===== config.mk =====
export PLATFORM = sky130hd
export DESIGN_NAME = vlane_shift_sched_flat
export DESIGN_NICKNAME = d
export VERILOG_FILES = /design/src/rtl/vlane_shift_sched_if.sv /design/src/rtl/vlane_shift_sched.sv /design/src/flat_wrapper.sv
export SDC_FILE = /design/constraint.sdc
export NUM_CORES = 1
export LEC_CHECK = 0
export CORE_MARGIN = 2
export CORE_UTILIZATION = 48
export CTS_CLUSTER_DIAMETER = 30
export DETAILED_ROUTE_END_ITERATION = 7
export PLACE_DENSITY = 0.88
export SYNTH_ARGS = -nofsm -noshare
export SYNTH_HDL_FRONTEND = slang
export SYNTH_SLANG_ARGS = --single-unit

===== constraint.sdc =====
create_clock -name clk -period 5.9 [get_ports clk]
set_input_delay 1.18 -clock clk [delete_from_list [all_inputs] [get_ports clk]]
set_output_delay 1.18 -clock clk [all_outputs]
set_load 0.01 [all_outputs]

===== src/rtl/vlane_shift_sched_if.sv =====
// Bundle between the vector-lane issue ports, the shared shifter and the result consumer.
// slave = scheduler side, master = surrounding lane (requesters, shifter, consumer).
interface vlane_shift_sched_if #(
  parameter int NUMREQ    = 4,
  parameter int TAGW      = 2,
  parameter int WIDTH     = 32,
  parameter int LOG2WIDTH = 5
);
  logic [NUMREQ-1:0]           req_valid;
  logic [NUMREQ*WIDTH-1:0]     req_opB;
  logic [NUMREQ*LOG2WIDTH-1:0] req_sa;
  logic [NUMREQ*2-1:0]         req_op;
  logic [NUMREQ-1:0]           req_grant;
  logic [WIDTH-1:0]            sh_opB;
  logic [LOG2WIDTH-1:0]        sh_sa;
  logic [1:0]                  sh_op;
  logic [WIDTH-1:0]            sh_result;
  logic                        resp_valid;
  logic [TAGW-1:0]             resp_tag;
  logic [WIDTH-1:0]            resp_data;
  logic                        resp_ready;
  logic                        idle;

  modport slave (
    input  req_valid, req_opB, req_sa, req_op, sh_result, resp_ready,
    output req_grant, sh_opB, sh_sa, sh_op, resp_valid, resp_tag, resp_data, idle
  );

  modport master (
    output req_valid, req_opB, req_sa, req_op, sh_result, resp_ready,
    input  req_grant, sh_opB, sh_sa, sh_op, resp_valid, resp_tag, resp_data, idle
  );
endinterface


===== src/rtl/vlane_shift_sched.sv =====
// Round-robin scheduler sharing one pipelined barrel shifter among NUMREQ requesters, with
// tag tracking and a credit-protected result FIFO. Perf counters: VLANE_SHIFT_SCHED_PERF_EN.
module vlane_shift_sched #(
  parameter int NUMREQ    = 4,
  parameter int TAGW      = 2,
  parameter int WIDTH     = 32,
  parameter int LOG2WIDTH = 5,
  parameter int LATENCY   = 1,
  parameter int FIFODEPTH = 3
) (
  input  logic clk,
  input  logic resetn,
`ifdef VLANE_SHIFT_SCHED_PERF_EN
  output logic [31:0] perf_issue,
  output logic [31:0] perf_stall,
`endif
  vlane_shift_sched_if.slave bus
);
  localparam int CNTW = $clog2(FIFODEPTH + 1);
  localparam int OCCW = CNTW + 1;

  logic [TAGW-1:0]                 ptr_q, ptr_d;
  logic [LATENCY-1:0]              pipe_vld_q, pipe_vld_d;
  logic [LATENCY-1:0][TAGW-1:0]    pipe_tag_q, pipe_tag_d;
  logic [FIFODEPTH-1:0][WIDTH-1:0] fdata_q, fdata_d;
  logic [FIFODEPTH-1:0][TAGW-1:0]  ftag_q, ftag_d;
  logic [CNTW-1:0]                 fcount_q, fcount_d;

  logic [NUMREQ-1:0] rot_valid_s;
  logic [NUMREQ-1:0] grant_s;
  logic [TAGW-1:0]   off_s, gidx_s;
  logic              gvld_s;
  logic [CNTW-1:0]   inflight_s;
  logic              credit_ok_s;
  logic              push_s, pop_s;
  int                widx_s;

  // Credits come only from registered occupancy, so a consumer pop never reaches the grant path.
  always_comb begin
    inflight_s = '0;
    for (int s = 0; s < LATENCY; s++) begin
      inflight_s = inflight_s + CNTW'(pipe_vld_q[s]);
    end
    credit_ok_s = (OCCW'(fcount_q) + OCCW'(inflight_s)) < OCCW'(FIFODEPTH);
  end

  // Rotate the request vector to start at ptr, pick the first set bit, then map back.
  always_comb begin
    rot_valid_s = '0;
    off_s       = '0;
    for (int k = 0; k < NUMREQ; k++) begin
      rot_valid_s[k] = bus.req_valid[(int'(ptr_q) + k) % NUMREQ];
    end
    for (int k = NUMREQ - 1; k >= 0; k--) begin
      off_s = rot_valid_s[k] ? TAGW'(k) : off_s;
    end
    gvld_s  = !resetn && credit_ok_s && (|rot_valid_s);
    gidx_s  = TAGW'((int'(ptr_q) + int'(off_s)) % NUMREQ);
    grant_s = gvld_s ? (NUMREQ'(1'b1) << gidx_s) : '0;
    if (gvld_s) begin
      ptr_d = (gidx_s == TAGW'(NUMREQ - 1)) ? '0 : gidx_s + 1'b1;
    end else begin
      ptr_d = ptr_q;
    end
  end

  assign bus.req_grant = grant_s;
  assign bus.sh_opB    = gvld_s ? bus.req_opB[int'(gidx_s)*WIDTH +: WIDTH] : '0;
  assign bus.sh_sa     = gvld_s ? bus.req_sa[int'(gidx_s)*LOG2WIDTH +: LOG2WIDTH] : '0;
  assign bus.sh_op     = gvld_s ? bus.req_op[int'(gidx_s)*2 +: 2] : 2'b00;

  // Tag pipe tracks the shifter latency; the FIFO shifts toward entry 0, which is the head.
  always_comb begin
    pipe_vld_d[0] = gvld_s;
    pipe_tag_d[0] = gidx_s;
    for (int s = 1; s < LATENCY; s++) begin
      pipe_vld_d[s] = pipe_vld_q[s-1];
      pipe_tag_d[s] = pipe_tag_q[s-1];
    end
    push_s  = pipe_vld_q[LATENCY-1];
    pop_s   = (fcount_q != '0) && bus.resp_ready;
    widx_s  = int'(fcount_q) - (pop_s ? 1 : 0);
    fdata_d = fdata_q;
    ftag_d  = ftag_q;
    for (int i = 0; i < FIFODEPTH - 1; i++) begin
      fdata_d[i] = pop_s ? fdata_q[i+1] : fdata_q[i];
      ftag_d[i]  = pop_s ? ftag_q[i+1]  : ftag_q[i];
    end
    for (int i = 0; i < FIFODEPTH; i++) begin
      fdata_d[i] = (push_s && (i == widx_s)) ? bus.sh_result : fdata_d[i];
      ftag_d[i]  = (push_s && (i == widx_s)) ? pipe_tag_q[LATENCY-1] : ftag_d[i];
    end
    fcount_d = fcount_q + CNTW'(push_s) - CNTW'(pop_s);
  end

  // State registers; reset discards every in-flight and buffered result.
  always_ff @(posedge clk) begin
    if (resetn) begin
      ptr_q      <= '0;
      pipe_vld_q <= '0;
      pipe_tag_q <= '0;
      fdata_q    <= '0;
      ftag_q     <= '0;
      fcount_q   <= '0;
    end else begin
      ptr_q      <= ptr_d;
      pipe_vld_q <= pipe_vld_d;
      pipe_tag_q <= pipe_tag_d;
      fdata_q    <= fdata_d;
      ftag_q     <= ftag_d;
      fcount_q   <= fcount_d;
    end
  end

  assign bus.resp_valid = (fcount_q != '0);
  assign bus.resp_tag   = ftag_q[0];
  assign bus.resp_data  = fdata_q[0];
  assign bus.idle       = (inflight_s == '0) && (fcount_q == '0);

`ifdef VLANE_SHIFT_SCHED_PERF_EN
  logic [31:0] perf_issue_q, perf_issue_d, perf_stall_q, perf_stall_d;

  // Free-running event counters, wrapping naturally at 2^32.
  always_comb begin
    perf_issue_d = perf_issue_q + 32'(gvld_s);
    perf_stall_d = perf_stall_q + 32'((|bus.req_valid) && !credit_ok_s);
  end

  // Counter registers.
  always_ff @(posedge clk) begin
    if (resetn) begin
      perf_issue_q <= 32'd0;
      perf_stall_q <= 32'd0;
    end else begin
      perf_issue_q <= perf_issue_d;
      perf_stall_q <= perf_stall_d;
    end
  end

  assign perf_issue = perf_issue_q;
  assign perf_stall = perf_stall_q;
`endif

  a_fifo_no_overflow: assert property (@(posedge clk) disable iff (resetn)
    !(push_s && (fcount_q == CNTW'(FIFODEPTH))));
endmodule


===== src/flat_wrapper.sv =====
// flat-port wrapper written by rule: the top's interface ports become plain ports
module vlane_shift_sched_flat 
#(
  parameter int NUMREQ    = 4,
  parameter int TAGW      = 2,
  parameter int WIDTH     = 32,
  parameter int LOG2WIDTH = 5,
  parameter int LATENCY   = 1,
  parameter int FIFODEPTH = 3
)
  (clk, resetn, bus_req_valid, bus_req_opB, bus_req_sa, bus_req_op, bus_sh_result, bus_resp_ready, bus_req_grant, bus_sh_opB, bus_sh_sa, bus_sh_op, bus_resp_valid, bus_resp_tag, bus_resp_data, bus_idle);
  vlane_shift_sched_if #(.NUMREQ(NUMREQ), .TAGW(TAGW), .WIDTH(WIDTH), .LOG2WIDTH(LOG2WIDTH)) bus_i ();
  input  logic clk;
  input  logic resetn;
  input wire logic [$bits(bus_i.req_valid)-1:0] bus_req_valid;
  input wire logic [$bits(bus_i.req_opB)-1:0] bus_req_opB;
  input wire logic [$bits(bus_i.req_sa)-1:0] bus_req_sa;
  input wire logic [$bits(bus_i.req_op)-1:0] bus_req_op;
  input wire logic [$bits(bus_i.sh_result)-1:0] bus_sh_result;
  input wire logic [$bits(bus_i.resp_ready)-1:0] bus_resp_ready;
  output wire logic [$bits(bus_i.req_grant)-1:0] bus_req_grant;
  output wire logic [$bits(bus_i.sh_opB)-1:0] bus_sh_opB;
  output wire logic [$bits(bus_i.sh_sa)-1:0] bus_sh_sa;
  output wire logic [$bits(bus_i.sh_op)-1:0] bus_sh_op;
  output wire logic [$bits(bus_i.resp_valid)-1:0] bus_resp_valid;
  output wire logic [$bits(bus_i.resp_tag)-1:0] bus_resp_tag;
  output wire logic [$bits(bus_i.resp_data)-1:0] bus_resp_data;
  output wire logic [$bits(bus_i.idle)-1:0] bus_idle;
  assign bus_i.req_valid = bus_req_valid;
  assign bus_i.req_opB = bus_req_opB;
  assign bus_i.req_sa = bus_req_sa;
  assign bus_i.req_op = bus_req_op;
  assign bus_i.sh_result = bus_sh_result;
  assign bus_i.resp_ready = bus_resp_ready;
  assign bus_req_grant = bus_i.req_grant;
  assign bus_sh_opB = bus_i.sh_opB;
  assign bus_sh_sa = bus_i.sh_sa;
  assign bus_sh_op = bus_i.sh_op;
  assign bus_resp_valid = bus_i.resp_valid;
  assign bus_resp_tag = bus_i.resp_tag;
  assign bus_resp_data = bus_i.resp_data;
  assign bus_idle = bus_i.idle;
  vlane_shift_sched #(.NUMREQ(NUMREQ), .TAGW(TAGW), .WIDTH(WIDTH), .LOG2WIDTH(LOG2WIDTH), .LATENCY(LATENCY), .FIFODEPTH(FIFODEPTH)) u_core (.clk(clk), .resetn(resetn), .bus(bus_i));
endmodule

==> qor.txt <==
Outcome: complete, no violations
Startpoint types: input pin
Largest net degree at the start of global routing: 109
TritonCTS Sinks: 109
Xor-xnor portion of the synthesized cell area: 0.00389
Fin area: 0.00961 sq mm
Total GRT Usage: 0.245
Seq cells post-synth: 109
Via/cell ratio: 5.47
Post-Synthesis Cells: 750
Synth unique cells: 39
Clk_lat worst skew: 350 ps
ANT cells: 0
Yosys Warn Count: 0
Syn_nets: 954
Layout cell share with drive strength beyond 1: 0.114
Clk pin slew, worst setup/hold paths: 70 ps
Global-route wire length before repair: 29000 microns
Vias in the first global route: 5727
Hold Vio Cnt, Final: 0
Placed Instances: 1110
Mean routed wirelength per cell: 16.7 microns
Max-slew violation count: 0
H-tree depth: 3
Initial antenna violation count: 0
Synth top area cells: dfxtp_1 32%, mux2i_1 16%, a211oi_1 7.8%, a211oi_2 7.0%, a221oi_2 4.4%
Initial Util: 0.488
CP Class: in -> out
Most common cell after layout, fill and taps aside: clkdlybuf4s50_1
Layout area overhead: 42.2%
RR Startpoint: u_core.ptr_q[0]
Worst EP arrival: 4610 ps
Placed inst area: 0.00932 sq mm
Complex-gate fraction of the synthesized area: 0.257
RSZ-0062 raised after global routing: false
Fmax: 0.173 GHz
Port bufs: 273
Top cell type's share of synthesized area: 0.323
Clock skew: 9.55 ps
Slew headroom: 0.224
Tcrit/Tclk final: 0.981
Drt drc: 0
Final Setup Violations: 0
GPL Wtd Cong: 0.893
Boundary Pins: 274
Req. time, crit path: 4720 ps
WL final: 18900 microns
Leading area contributor after synthesis: dfxtp_1
Final ANT Viol Nets: 0
Worst Hold Launch: u_core.ftag_q[4]
Chip width: 123 microns
Mapped Area: 0.00675 sq mm
CP max FO: 27
Beginning of the critical path: bus_req_valid[1]
CTS tree: yes
Max cap viols: 0
HPWL after DPL: 13900 microns
Initial DRC count: 407
Main combinational cell family by area after synthesis: compound AO/OA/AOI/OAI gates
Final #Nets: 1145
Cell row count: 43
Power Total: 0.00443 W
CTS Buf Count: 9
Worst-Margin Slew: 1160 ps
Tmin final: 5790 ps
Simple-Gate Fraction of Synth Area: 0.139
Root buf cell: clkbuf_16
Worst hold path type: reg -> reg
Pleak: 3.77 nW
Internal reg-to-reg setup slack: 2800 ps
Die ar.: 0.0150 sq mm
Routed via count: 6162
Sequential area share after synthesis: 0.323
Peak VDD IR: 0.000270 V
Clock buffer depth: 2
Pwr Density: 461 mW/mm^2
Congestion Overflow GR: 0
Most frequent cells in the layout: 271 x clkdlybuf4s50_1, 109 x dfxtp_1, 107 x mux2i_1
Final Util: 0.695
Synth Area per Inst: 9.00 sq um
CP endpoint kind: output port
Setup TNS: 0 ps
Number of fill cells in the layout: 1007
Fin cells: 1126
Core ar.: 0.0138 sq mm
DRT Pass-1 Iters: 5
Post-Synth Adder-Cell Area: 0.0167
Post-CTS Setup Repair Bufs: 0
Mux share of post-synthesis cell area: 0.159
Die height: 123 microns
flip-flops by register name, summed over array words and instances (netlist names):
name	cells
u_core.fdata_q	64
u_core.ftag_q	4
u_core.bus.resp_data	32
u_core.pipe_tag_q	2
u_core.fcount_q	2
u_core.pipe_vld_q	1
u_core.ptr_q	2
u_core.bus.resp_tag	2
cells in the mapped netlist, drive strengths merged:
cell type and number:
a21oi 38, nor4 1, a221oi 40, xnor2 2, and2 2, nand3 2
and3 2, nor3 4, inv 7, o41ai 1, clkbuf 46, o32ai 1
or4b 1, buf 66, xor2 1, a211o 1, nor2 80, dfxtp 109
o31ai 1, or3 2, nor2b 42, ha 9, nand3b 1, o2111ai 1
o21ai 2, a211oi 108, nand2 73, mux2i 107
critical path: stages:
cell and delay (ps):
clkdlybuf4s50_1 430, buf_4 170, a221oi_1 250, a21oi_1 80, a211o_1 340, ha_4 170, xnor2_1 150, or3_2 550
and2_2 270, buf_12 180, a211oi_2 240, clkdlybuf4s50_1 580
through the flow:
stage	hold WS (ps)	setup WS (ps)
after global routing	469	1.61
final	455	115
after global placement	441	79.3
after floorplan	436	1120
after detailed placement	447	58.5
after CTS	456	56.2
cell families after synthesis:
kind of cell    count (synthesis)
simple gates                  210
fa+ha+maj                       9
compound gates                193
xor+xnor                        3
mux                           107
buf+inv                       119
flops                         109
worst paths after layout:
| kind | end | cells after the start |
|---|---|---|
| max | bus_sh_opB[19] | 12 |
| min reg2reg | u_core.ftag_q[4] | 2 |
| min | u_core.ftag_q[4] | 2 |
| max reg2reg | u_core.ptr_q[0] | 13 |
power breakdown:
part	internal, W	total [W]	switching (W)
Sequential	0.000964	0.00110	0.000139
Combinational	0.00136	0.00275	0.00139
Clock	0.000312	0.000578	0.000266
Total	0.00263	0.00443	0.00180
routing by layer:
metal / wire (microns) / vias to the layer above / global-route usage / part of all wire
met4: 537 / 0 / 0.0920 / 0.028
li1: - / 3064 / - / -
met1: 7330 / 2853 / 0.286 / 0.39
met5: 0 / - / 0 / 0
met2: 9660 / 213 / 0.425 / 0.51
met3: 1320 / 32 / 0.0678 / 0.070
cell type report:
| type | count | area [sq um] | area share |
|---|---|---|---|
| Timing Repair Buffer | 292 | 2950 | 0.307 |
| Tap cell | 180 | 225 | 0.0234 |
| Clock buffer | 12 | 256 | 0.0267 |
| Multi-Input combinational cell | 522 | 3930 | 0.410 |
| Inverter | 7 | 26.3 | 0.00274 |
| Sequential cell | 109 | 2180 | 0.227 |
| Clock inverter | 4 | 31.3 | 0.00326 |
repair_timing:
item / CTS / global route
endpoints found under the hold margin: 0 / 0
hold buffers: 0 / 0
resized for setup: 0 / 1
setup endpoints to repair: 0 / 1
Power figures use the tool's default switching activity.
